--- src/rtl/fadd32_arb.sv ---
// fadd32_arb: two-requester round-robin front end for a shared, externally
// pipelined 32-bit floating-point adder, with one response FIFO per requester.
//
// Ports
//   clk, rst_n                       clock, async active-low reset
//   reqN_valid/ready/mode/a/b        request channel N (mode 0 add, 1 sub);
//                                    reqN_ready is combinational (grant)
//   fa_mode, fa_a, fa_b              registered operands to the adder
//   fa_res                           adder result, LAT edges after load
//   rspN_valid/ready/data            response channel N (FIFO head)
//   busy                             any op in flight or any FIFO non-empty
//   stat0_cnt, stat1_cnt, stall_cnt  saturating counters, present only when
//                                    FADD32_ARB_STATS_EN is defined
//
// Parameters: LAT (1..8) adder latency, RSP_DEPTH (power of two, 2..16).
`timescale 1ns/1ps
module fadd32_arb #(
  parameter int unsigned LAT       = 3,
  parameter int unsigned RSP_DEPTH = 4
) (
  input  logic        clk,
  input  logic        rst_n,
  input  logic        req0_valid,
  output logic        req0_ready,
  input  logic        req0_mode,
  input  logic [31:0] req0_a,
  input  logic [31:0] req0_b,
  input  logic        req1_valid,
  output logic        req1_ready,
  input  logic        req1_mode,
  input  logic [31:0] req1_a,
  input  logic [31:0] req1_b,
  output logic        fa_mode,
  output logic [31:0] fa_a,
  output logic [31:0] fa_b,
  input  logic [31:0] fa_res,
  output logic        rsp0_valid,
  input  logic        rsp0_ready,
  output logic [31:0] rsp0_data,
  output logic        rsp1_valid,
  input  logic        rsp1_ready,
  output logic [31:0] rsp1_data,
  output logic        busy
`ifdef FADD32_ARB_STATS_EN
  ,
  output logic [15:0] stat0_cnt,
  output logic [15:0] stat1_cnt,
  output logic [15:0] stall_cnt
`endif
);
  localparam int unsigned DW = 32;
  localparam int unsigned PW = $clog2(RSP_DEPTH);
  localparam int unsigned CW = $clog2(RSP_DEPTH + 1);

  logic [1:0]    req_valid, req_mode, rsp_ready;
  logic [1:0]    elig, gnt, pop, wr;
  logic [DW-1:0] req_a [2];
  logic [DW-1:0] req_b [2];

  logic          last_q;           // requester granted on the most recent transfer
  logic [LAT-1:0] pv_q, pid_q;     // adder pipeline valid / requester id
  logic [CW-1:0] out_q [2];        // in-flight + queued per requester
  logic [CW-1:0] cnt_q [2];        // FIFO occupancy
  logic [PW-1:0] wp_q [2];
  logic [PW-1:0] rp_q [2];
  logic [DW-1:0] mem_q [2][RSP_DEPTH];

  assign req_valid = {req1_valid, req0_valid};
  assign req_mode  = {req1_mode, req0_mode};
  assign rsp_ready = {rsp1_ready, rsp0_ready};
  assign req_a[0]  = req0_a;
  assign req_a[1]  = req1_a;
  assign req_b[0]  = req0_b;
  assign req_b[1]  = req1_b;

  // Eligibility, round-robin grant, FIFO write/pop strobes.
  always_comb begin
    elig = '0;
    pop  = '0;
    wr   = '0;
    for (int i = 0; i < 2; i++) begin
      elig[i] = rst_n && req_valid[i] && (out_q[i] < CW'(RSP_DEPTH));
      pop[i]  = (cnt_q[i] != '0) && rsp_ready[i];
      wr[i]   = pv_q[LAT-1] && (pid_q[LAT-1] == 1'(i));
    end
    gnt[0] = elig[0] && (!elig[1] || last_q);
    gnt[1] = elig[1] && (!elig[0] || !last_q);
  end

  assign req0_ready = gnt[0];
  assign req1_ready = gnt[1];
  assign rsp0_valid = (cnt_q[0] != '0);
  assign rsp1_valid = (cnt_q[1] != '0);
  // Data is masked while empty so it reads zero during and after reset.
  assign rsp0_data  = rsp0_valid ? mem_q[0][rp_q[0]] : '0;
  assign rsp1_data  = rsp1_valid ? mem_q[1][rp_q[1]] : '0;
  assign busy       = (out_q[0] != '0) || (out_q[1] != '0);

  // Operand registers, grant pointer and adder tracking pipeline.
  always_ff @(posedge clk or negedge rst_n) begin
    if (!rst_n) begin
      last_q  <= 1'b1;
      fa_mode <= 1'b0;
      fa_a    <= '0;
      fa_b    <= '0;
      pv_q    <= '0;
      pid_q   <= '0;
    end else begin
      pv_q[0]  <= |gnt;
      pid_q[0] <= gnt[1];
      for (int s = 1; s < LAT; s++) begin
        pv_q[s]  <= pv_q[s-1];
        pid_q[s] <= pid_q[s-1];
      end
      if (|gnt) begin
        last_q  <= gnt[1];
        fa_mode <= gnt[1] ? req_mode[1] : req_mode[0];
        fa_a    <= gnt[1] ? req_a[1] : req_a[0];
        fa_b    <= gnt[1] ? req_b[1] : req_b[0];
      end
    end
  end

  // Outstanding counters and FIFO pointers.
  always_ff @(posedge clk or negedge rst_n) begin
    if (!rst_n) begin
      for (int i = 0; i < 2; i++) begin
        out_q[i] <= '0;
        cnt_q[i] <= '0;
        wp_q[i]  <= '0;
        rp_q[i]  <= '0;
      end
    end else begin
      for (int i = 0; i < 2; i++) begin
        if (gnt[i] && !pop[i])      out_q[i] <= out_q[i] + CW'(1);
        else if (!gnt[i] && pop[i]) out_q[i] <= out_q[i] - CW'(1);
        if (wr[i] && !pop[i])       cnt_q[i] <= cnt_q[i] + CW'(1);
        else if (!wr[i] && pop[i])  cnt_q[i] <= cnt_q[i] - CW'(1);
        if (wr[i])  wp_q[i] <= wp_q[i] + PW'(1);
        if (pop[i]) rp_q[i] <= rp_q[i] + PW'(1);
      end
    end
  end

  // FIFO storage; contents are don't-care until written.
  always_ff @(posedge clk) begin
    for (int i = 0; i < 2; i++) begin
      if (wr[i]) mem_q[i][wp_q[i]] <= fa_res;
    end
  end

`ifdef FADD32_ARB_STATS_EN
  // Saturating transfer and stall counters.
  always_ff @(posedge clk or negedge rst_n) begin
    if (!rst_n) begin
      stat0_cnt <= '0;
      stat1_cnt <= '0;
      stall_cnt <= '0;
    end else begin
      if (gnt[0] && (stat0_cnt != 16'hFFFF)) stat0_cnt <= stat0_cnt + 16'd1;
      if (gnt[1] && (stat1_cnt != 16'hFFFF)) stat1_cnt <= stat1_cnt + 16'd1;
      if ((|req_valid) && !(|gnt) && (stall_cnt != 16'hFFFF)) stall_cnt <= stall_cnt + 16'd1;
    end
  end
`endif

endmodule

--- config.mk ---
export PLATFORM = sky130hd
export DESIGN_NAME = fadd32_arb
export DESIGN_NICKNAME = d
export VERILOG_FILES = /design/src/rtl/fadd32_arb.sv
export SDC_FILE = /design/constraint.sdc
export NUM_CORES = 1
export LEC_CHECK = 0
export CORE_ASPECT_RATIO = 0.6
export CORE_MARGIN = 2
export CORE_UTILIZATION = 29
export CTS_CLUSTER_DIAMETER = 100
export DETAILED_ROUTE_END_ITERATION = 6
export PLACE_DENSITY = 0.57
export SETUP_SLACK_MARGIN = 0.4
export SYNTH_ARGS = -nofsm -noshare
export SYNTH_HDL_FRONTEND = slang
export SYNTH_SLANG_ARGS = --single-unit
export TNS_END_PERCENT = 1
--- constraint.sdc ---
create_clock -name clk -period 5.5 [get_ports clk]
set_input_delay 0.55 -clock clk [delete_from_list [all_inputs] [get_ports clk]]
set_output_delay 0.55 -clock clk [all_outputs]
set_load 0.005 [all_outputs]
# [After elaboration in Yosys (flattened, before gate mapping)]
# Memories as Yosys holds them, arrays and structs flattened.
# Cells that the tools add are included.
# Widths: inputs -> output; s select.
[totals] ff_bits=92 ramBits=256 out_inout_bits=134 wordCells=112 mem_count=1
[op_classes] reduce_logical=42 mux=30 bitwise_logic=5 n_lt_le_gt_ge=8 n_addsub=12
[memory_table] name="mem_q" depth=2 width=128 read_ports=2 rd_clocked_by_memory_dff=0 write_ports=1 line_no="66" source="logic [DW-1:0] mem_q [2][RSP_DEPTH];"
[op_table] operator="$mux 128" n=4
[op_table] operator="$mux 32" n=10
[op_table] operator="$bmux 32 s2" n=2
[op_table] operator="$demux 32 s2" n=2
[op_table] operator="$reduce_or 128->1" n=1
[op_table] operator="$mux 3" n=8
[op_table] operator="$logic_and 1x1->1" n=20
[op_table] operator="$add 3x1->3 const B" n=4
[op_table] operator="$ge 3x3->1 const B" n=4
[op_table] operator="$not 2->3" n=4
[op_table] operator="$reduce_bool 3->1" n=4
[op_table] operator="$sub 3x1->3 const B" n=4
[op_table] operator="$logic_not 1->1" n=9
[op_table] operator="$add 2x1->2 const B" n=4
[op_table] operator="$reduce_bool 2->1" n=4
[op_table] operator="$lt 3x1->1 const B" n=2
[op_table] operator="$lt 3x3->1 const B" n=2
[op_table] operator="$mux 1" n=4
[op_table] operator="$logic_or 1x1->1" n=3
[op_table] operator="$reduce_or 2->1" n=1
[op_table] operator="$not 1->1" n=1

# [Longest topological paths before layout]
# Gate-level depths: netlist of the first run.
[depth] ltp_word=9 mapped_depth=10

# [Least setup slack after synthesis of the first run]
# No wires, ideal clock.
[synth_path] path_kind="input to register" startpoint="input req0_valid" endpoint="register out_q[5] (netlist bit)" setup_ns=0.079 t_arrival_ns=2.299 n_path_buf=1 path_slack_ns=3.122 cell_stages=9 required_ns=5.421 path_cell_list="nor2b_1 > o311a_1 > buf_1 > ha_1 > inv_1 > fa_1 > xor2_1 > nor2_1 > xor2_1"
[synth_via] elab_chain_cells=6 word_cells_on_any_way=8 cone_classes="mux: 1; reduce/logical: 7"
[synth_lines] item="from (decl)" line_no="23" source="input logic req0_valid,"
[synth_lines] item="$logic_and 1x1->1 * (2 in a row)" line_no="82" source="elig[i] = rst_n && req_valid[i] && (out_q[i] < CW'(RSP_DEPTH));"
[synth_lines] item="$logic_and 1x1->1 *" line_no="86" source="gnt[0] = elig[0] && (!elig[1] || last_q);"
[synth_lines] item="net req0_ready" line_no="24" source="output logic req0_ready,"
[synth_lines] item="$logic_not 1->1" line_no="136" source="else if (!gnt[i] && pop[i]) out_q[i] <= out_q[i] - CW'(1);"
[synth_lines] item="$logic_and 1x1->1" line_no="136"
[synth_lines] item="$reduce_bool 2->1 (no source line)"
[synth_lines] item="to (signal, indexed assignment)" line_no="135" source="if (gnt[i] && !pop[i]) out_q[i] <= out_q[i] + CW'(1);"
[synth_lines] item="to (signal, indexed assignment)" line_no="136"
[synth_lines] item="to (decl)" line_no="62" source="logic [CW-1:0] out_q [2];"
# The timed path passes the listed nets; every way through them passes the cells marked *.
# A chain may end at the register's enable or synchronous reset.

# [Worst setup path in the final report of the first run]
[layout_path] startpoint="register rp_q[0] (netlist bit)" endpoint="output rsp1_data[2]"
[layout_via] elab_chain_cells=5
[layout_lines] item="from (decl)" line_no="65" source="logic [PW-1:0] rp_q [2];"
[layout_lines] item="from (signal, indexed assignment)" line_no="140" source="if (pop[i]) rp_q[i] <= rp_q[i] + PW'(1);"
[layout_lines] item="$not 2->3 (implied by the code)" line_no="96" source="assign rsp1_data = rsp1_valid ? mem_q[1][rp_q[1]] : '0;"
[layout_lines] item="$bmux 32 s2" line_no="96"
[layout_lines] item="$mux 32 (implied by the code) (2 in a row)" line_no="96"
[layout_lines] item="$mux 32" line_no="96"
[layout_lines] item="to (decl)" line_no="42" source="output logic [31:0] rsp1_data,"
# No other way between the ends. The select of a mux whose other input is x is not followed.

==> out/qor.tcl, run 1 <==
set qor(status) {completed}
set qor(syn-mean-instance-area_um2) 18.59
set qor(library_cell_with_the_highest_instance_count_after_synthesis) {sky130_fd_sc_hd__edfxtp_1}
set qor(routed_wire_length_per_instance_um) 22.71
set qor(via_per_inst) 4.776
set qor(dieHeight_um) 173.2
set qor(cts_hold_buffers) 0
set qor(crit_path_start_kind) {register}
set qor(grt_start_max_net_pins) 68
set qor(max_freq_mhz) 271.1
set qor(timing_worst_setup_path_type) {reg2out}
set qor(first_global_vias) 8462
set qor(route.antenna.remaining_nets) 0
set qor(cts-resized-gates) 0
set qor(ir_drop_mv) 0.1908
set qor(h-tree-depth) 2
set qor(detail_route.drc_violations) 0
set qor(critical_path.max_stage_delay_ns) 1.01
set qor(async_flop_share) 0.2644
set qor(tritoncts.num_buffers) 37
set qor(floorplan.initialDensity) 0.2962
set qor(port_buffers) 301
set qor(leak_pwr_nw) 6.767
set qor(wirelength_um) 38700
set qor(timing.critical_path.slowest_stage_cell) {sky130_fd_sc_hd__dfrtp_2}
set qor(maxCapViolCount) 0
set qor(max_slew_margin) 0.2483
set qor(crit_path_cell_trace) {buf_4, mux4_2, and2_1, clkdlybuf4s50_1}
set qor(gr-usage-all-layers) 0.1555
set qor(synth.yosys.seq_area_share) 0.7222
set qor(path_buf_inv) 2
set qor(floorplan.core_area_um2) 46710
set qor(clock_input_transition_at_the_sequential_cells_of_the_worst_setup_and_hold_paths_ns) 0.06
set qor(report.final.slew_viol_count) 0
set qor(post-cts-setup-buffers) 0
set qor(gp_congestion) 0.8155
set qor(layout_nets) 1228
set qor(clockBufferDepth) 3
set qor(layout-area-overhead-vs-synth_pct) 35.22
set qor(type_of_the_worst_min_delay_path) {in2async}
set qor(timing_worst_slew_pin_value_ns) 1.127
set qor(synth.distinct_cells) 29
set qor(rsz0062_at_grt) {false}
set qor(syn-instance-count) 744
set qor(synthTopCellsByCount) {sky130_fd_sc_hd__edfxtp_1, sky130_fd_sc_hd__dfrtp_1, sky130_fd_sc_hd__and2_1, sky130_fd_sc_hd__and3_1, sky130_fd_sc_hd__a221o_1}
set qor(drt_first_pass_iters) 5
set qor(clk_latency_ns) 0.53
set qor(antenna_found_initial) 1
set qor(grt_pass1_wl_um) 57640
set qor(timing.final.setup_violations) 0
set qor(arrival_ns) 3.14
set qor(synth_fp_nets) 928
set qor(die_span_x_um) 286.0
set qor(post-synth-top-area-cell) {sky130_fd_sc_hd__edfxtp_1}
set qor(finalCritPeriodShare) 0.6706
set qor(routed-via-count) 8138
set qor(worstPathMaxFanout) 23
set qor(clock_skew_ns) 0.008637
set qor(totalPowerFinal_mw) 9.468
set qor(synth_top_flop_cell) {sky130_fd_sc_hd__edfxtp_1}
set qor(placement_rows) 61
set qor(die-area_um2) 49530
set qor(setup_total_negative_slack_ns) 0
set qor(drt_first_iter_violations) 653
set qor(finalHoldViolCount) 0
set qor(gr-total-overflow) 0
set qor(synth_area_um2) 13830
set qor(synth_warnings) 0
set qor(yosys.area.top_type_share) 0.5557
set qor(cell_family_with_most_cp_delay) {flip-flops}
set qor(clock_sink_count) 348
set qor(synth-edff-count) 256
set qor(clock-root-buffer) {sky130_fd_sc_hd__clkbuf_16}
set qor(cp-end-kind) {output pin}
set qor(synthTopCellsByArea) {sky130_fd_sc_hd__edfxtp_1, sky130_fd_sc_hd__dfrtp_1, sky130_fd_sc_hd__mux4_2}
set qor(timing.critical_path.required_ns) 4.95
set qor(powerDensity_nw_per_um2) 506.1
set qor(drive_above_1_share) 0.1398
set qor(ys_ff_latch) 348
set qor(cts_tree) {yes}
set qor(io_pins) 302
set qor(dp_hpwl_um) 24820
set qor(fin_crit_ns) 3.688
-- sequential cells by signal, summed over array words and instances, names as in the netlist --
register  count
last_q        1
fa_b         32
fa_a         32
rp_q          4
pv_q          3
fa_mode       1
out_q         6
cnt_q         6
mem_q       256
pid_q         3
wp_q          4
-- per-layer routing --
layer | routed length (um) | up-vias | global-route usage
met5 | 0 | - | 0
met4 | 669 | 0 | 0.03381
met3 | 1884 | 51 | 0.02757
met2 | 17440 | 208 | 0.2274
met1 | 18710 | 4315 | 0.2399
li1 | - | 3564 | -
-- placed cells by master, fill, tap and decap left out, drive strengths merged --
| master | Yosys | final |
|---|---|---|
| and3b | 1 | 1 |
| nand2 | 5 | 5 |
| nand3 | 3 | 3 |
| a221o | 65 | 65 |
| clkdlybuf4s50 | 0 | 300 |
| clkinv | 0 | 17 |
| buf | 25 | 14 |
| clkinvlp | 0 | 1 |
| o311a | 1 | 1 |
| fa | 4 | 4 |
| nor4 | 1 | 1 |
| clkbuf | 28 | 42 |
| diode | 0 | 1 |
| and3 | 69 | 69 |
| xnor2 | 10 | 10 |
| nor2b | 3 | 3 |
| dfrtp | 91 | 91 |
| nand3b | 1 | 1 |
| mux4 | 64 | 64 |
| nor2 | 7 | 7 |
| and2 | 69 | 69 |
| or3 | 2 | 2 |
| xor2 | 8 | 8 |
| inv | 11 | 14 |
| ha | 12 | 12 |
| bufinv | 0 | 5 |
| mux2 | 4 | 4 |
| o21ai | 3 | 3 |
| dfstp | 1 | 1 |
| edfxtp | 256 | 256 |
-- path summary, 6_finish.rpt --
check | startpoint | end | slack [ns] | cells past startpoint
worst max register to register | cnt_q[0] | cnt_q[2] | 2.66 | 9
worst min-delay path | rst_n | out_q[5] | 0.02 | 1
max in group asynchronous | rst_n | rp_q[0] | 4.23 | 2
worst max-delay path | rp_q[0] | rsp1_data[2] | 1.81 | 4
min in group clk | pv_q[1] | pv_q[2] | 0.34 | 0
worst min register to register | pv_q[1] | pv_q[2] | 0.34 | 0
-- report_power, final --
group / switching, mW / internal, mW / total, mW
Combinational: 1.21 / 1.98 / 3.19
Clock: 1.05 / 1.49 / 2.54
Sequential: 0.456 / 3.29 / 3.74
Total: 2.71 / 6.76 / 9.47
-- worst register-to-register path: stages, from the launching register on --
cell	delay [ns]
sky130_fd_sc_hd__dfrtp_1	0.42
sky130_fd_sc_hd__or3_1	0.62
sky130_fd_sc_hd__buf_4	0.36
sky130_fd_sc_hd__nand2_1	0.24
sky130_fd_sc_hd__ha_1	0.23
sky130_fd_sc_hd__inv_1	0.06
sky130_fd_sc_hd__fa_1	0.38
sky130_fd_sc_hd__xor2_1	0.17
sky130_fd_sc_hd__nor2_1	0.14
sky130_fd_sc_hd__xor2_1	0.15
-- per-stage QoR --
stage | setup slack [ns] | hold WS (ns) | cell area (um2) | utilization | instances
after floorplan | 3.122 | 0.2544 | 13830 | - | 744
after global placement | 2.265 | 0.3398 | 17480 | 0.3743 | 1635
after detailed placement | 2.256 | 0.3363 | 17480 | 0.3743 | 1635
after CTS | 1.709 | 0.01326 | 18700 | 0.4004 | 1703
after global routing | 1.582 | 0.02848 | 18700 | 0.4004 | 1703
final | 1.812 | 0.01881 | 18710 | 0.4005 | 1704
-- area by class of cell --
cell class | instances | area [um2]
Fill cell | 4280 | 28000
Sequential cell | 348 | 9995
Multi-Input combinational cell | 332 | 3550
Timing Repair Buffer | 314 | 3108
Clock buffer | 42 | 954.7
Tap cell | 630 | 788.3
Clock inverter | 26 | 267.8
Inverter | 11 | 41.29
Antenna cell | 1 | 2.502
-- cell families (layout without fill, tap and decap cells) --
logic type	count (synthesis)	after routing	share of synthesized area
flops	348	348	0.7222
simple gates	161	161	0.07063
compound gates	69	69	0.04884
mux	68	68	0.1074
buf+inv	64	393	0.02288
xor+xnor	18	18	0.01140
fa+ha+maj	16	16	0.01664
other cells	0	1	0
No activity file was read; power rests on OpenSTA's default activity.
==> inputs of run 2 (changes only) <==
==> constraint.sdc (replaced) <==
create_clock -name clk -period 3.5 [get_ports clk]
set_input_delay 0.35 -clock clk [delete_from_list [all_inputs] [get_ports clk]]
set_output_delay 0.35 -clock clk [all_outputs]
set_load 0.005 [all_outputs]
==> out/qor.tcl, run 2 (synthesis gave the netlist of run 1 again) <==
set qor(clock_sink_count) 348 ;# unchanged
set qor(type_of_the_worst_min_delay_path) {in2async}
set qor(arrival_ns) 2.58 ;# -0.56 ns
set qor(die_span_x_um) 286.0 ;# unchanged
set qor(totalPowerFinal_mw) 14.68 ;# +55%
set qor(gp_congestion) 0.7949 ;# -2.5%
set qor(clock-root-buffer) {sky130_fd_sc_hd__clkbuf_16}
set qor(grt_pass1_wl_um) 56190 ;# -2.5%
set qor(detail_route.drc_violations) 0 ;# unchanged
set qor(clock_skew_ns) 0.02744 ;# +0.01881 ns
set qor(report.final.slew_viol_count) 0 ;# unchanged
set qor(final-instance-count-excl-fill) 1700 ;# -0.23%
set qor(ff_latch_area_um2) 9997 ;# about the same
set qor(largest_reg_flops) 256 ;# unchanged
set qor(crit_path_start_kind) {register}
set qor(setup_total_negative_slack_ns) 0 ;# unchanged
set qor(dp.cells) 1637 ;# +0.12%
set qor(mostFrequentLayoutCells) {sky130_fd_sc_hd__clkdlybuf4s50_1, sky130_fd_sc_hd__edfxtp_1, sky130_fd_sc_hd__dfrtp_1}
set qor(route.antenna.remaining_nets) 0 ;# unchanged
set qor(routed-via-count) 8051 ;# -1.1%
set qor(powerDensity_nw_per_um2) 785.6 ;# +55%
set qor(max_slew_margin) 0.2951 ;# +0.04672
set qor(drt_first_iter_violations) 640 ;# -2.0%
set qor(layout_nets) 1230 ;# +0.16%
set qor(timing.final.setup_violations) 0 ;# unchanged
set qor(leak_pwr_nw) 6.743 ;# -0.36%
set qor(post-route-worst-setup-slack_ns) 0.5724 ;# -1.239 ns
set qor(placement_rows) 61 ;# unchanged
set qor(timing.critical_path.required_ns) 3.15 ;# -1.80 ns
set qor(drt_first_pass_iters) 5 ;# unchanged
set qor(num-fill-cells) 4257 ;# -0.54%
set qor(status) {completed}
set qor(worstPathMaxFanout) 21 ;# -8.7%
set qor(gr-total-overflow) 0 ;# unchanged
set qor(timing_worst_setup_path_type) {reg2out}
set qor(finalCritPeriodShare) 0.8364
set qor(floorplan.core_area_um2) 46710 ;# unchanged
set qor(max_freq_mhz) 341.6
set qor(clockBufferDepth) 3 ;# unchanged
set qor(post-cts-setup-buffers) 0 ;# unchanged
set qor(h-tree-depth) 2 ;# unchanged
set qor(maxCapViolCount) 0 ;# unchanged
set qor(finalHoldViolCount) 0 ;# unchanged
set qor(commonest_non_fill_non_tap_cell_in_the_layout) {sky130_fd_sc_hd__clkdlybuf4s50_1}
set qor(antenna_found_initial) 1 ;# unchanged
set qor(critical_path.max_stage_delay_ns) 0.57 ;# -0.44 ns
set qor(io_pins) 302 ;# unchanged
set qor(crit_path_cell_trace) {buf_4, mux4_2, and2_1, clkdlybuf4s50_1}
set qor(via_per_inst) 4.736 ;# -0.84%
set qor(timing_worst_slew_pin_value_ns) 1.057 ;# -0.07008 ns
set qor(top_signal_layer_used) {met4}
set qor(first_global_vias) 8316 ;# -1.7%
set qor(routed_wire_length_per_instance_um) 22.26 ;# -2.0%
set qor(met3WireLength_um) 1723 ;# -8.5%
set qor(multiInputGateArea_um2) 3550 ;# unchanged
set qor(preCtsSetupSlack_ns) 1.002 ;# -1.254 ns
set qor(tritoncts.num_buffers) 36 ;# -2.7%
set qor(timing.critical_path.slowest_stage_cell) {sky130_fd_sc_hd__mux4_2}
set qor(rsz0062_at_grt) {false}
set qor(wl_met2_um) 17550 ;# +0.60%
set qor(fin_crit_ns) 2.928
set qor(dp_hpwl_um) 24630 ;# -0.76%
set qor(dieHeight_um) 173.2 ;# unchanged
set qor(floorplan.initialDensity) 0.2962 ;# unchanged
set qor(grt_start_max_net_pins) 67 ;# -1.5%
set qor(die-area_um2) 49530 ;# unchanged
set qor(cp-end-kind) {output pin}
set qor(ir_drop_mv) 0.2990 ;# +57%
set qor(port_buffers) 301 ;# unchanged
set qor(layout-area-overhead-vs-synth_pct) 35.06
set qor(drive_above_1_share) 0.1367 ;# -0.003091
set qor(gr-usage-all-layers) 0.1509 ;# -0.004620
set qor(clock_input_transition_at_the_sequential_cells_of_the_worst_setup_and_hold_paths_ns) 0.06 ;# about the same
set qor(wl_met1_um) 17790 ;# -4.9%
set qor(clk_latency_ns) 0.53 ;# about the same
set qor(cts_tree) {yes}
set qor(wirelength_um) 37840 ;# -2.2%
set qor(worst-r2r-cell-count) 8 ;# -1
## run 2: cell count changes in the layout (fill, tap and decap cells not counted), moves of 2 or more
cell / change
sky130_fd_sc_hd__clkbuf_1: +3
sky130_fd_sc_hd__clkinv_2: -3
sky130_fd_sc_hd__bufinv_16: -2
sky130_fd_sc_hd__clkinv_1: -5
sky130_fd_sc_hd__inv_6: -2
sky130_fd_sc_hd__buf_12: +2
## run 2: area by class of cell
type,count,area share
Multi-Input combinational cell,332,0.1900
Sequential cell,348,0.5350
Tap cell,630,0.04219
Clock buffer,44,0.05096
Inverter,11,0.002210
Timing Repair Buffer,317,0.1690
Antenna cell,2,0.0002678
Clock inverter,16,0.01038
## run 2: what timing repair did
action                     in CTS  in global routing
hold buffers                    1                  0
gates resized for setup         0                  1
hold endpoints to repair        4                  0
setup endpoints to repair       0                  4
## run 2: worst max-delay path: cells and delay by family (launching register included)
family | cells | cell delay [ns]
buffers and inverters | 2 | 0.92
muxes | 1 | 0.57
and+or+nand+nor | 1 | 0.18
DFF | 1 | 0.35
## run 2: worst paths after layout
path | start | endpoint | slack [ns]
setup / recovery | rp_q[0] | rsp1_data[20] | 0.57
min in group clk | pid_q[0] | pid_q[1] | 0.35
hold / removal | rst_n | fa_a[31] | 0.21
setup reg to reg | cnt_q[1] | out_q[2] | 1.10
hold reg to reg | pid_q[0] | pid_q[1] | 0.35
max in group asynchronous | rst_n | rp_q[2] | 1.80
## run 2: routing by layer
metal,track usage,up-vias
met5,0,-
met4,0.03752,0
met3,0.02836,50
met2,0.2298,191
met1,0.2220,4250
li1,-,3560
## run 2: power by group
group / leakage (nW) / switching, mW / internal, mW / total [mW]
clock: 0.555 / 1.59 / 2.17 / 3.76
combinational: 2.75 / 2.12 / 3.15 / 5.27
sequential: 3.44 / 0.476 / 5.18 / 5.65
## run 2: stage by stage
stage,util,instance area [um2],hold WS (ns)
final,0.4000,18690,0.2138
after global routing,0.3999,18680,0.2040
after CTS,0.3999,18680,0.2031
after detailed placement,0.3751,17520,0.1785
after global placement,0.3751,17520,0.1772
after floorplan,-,13830,0.05441
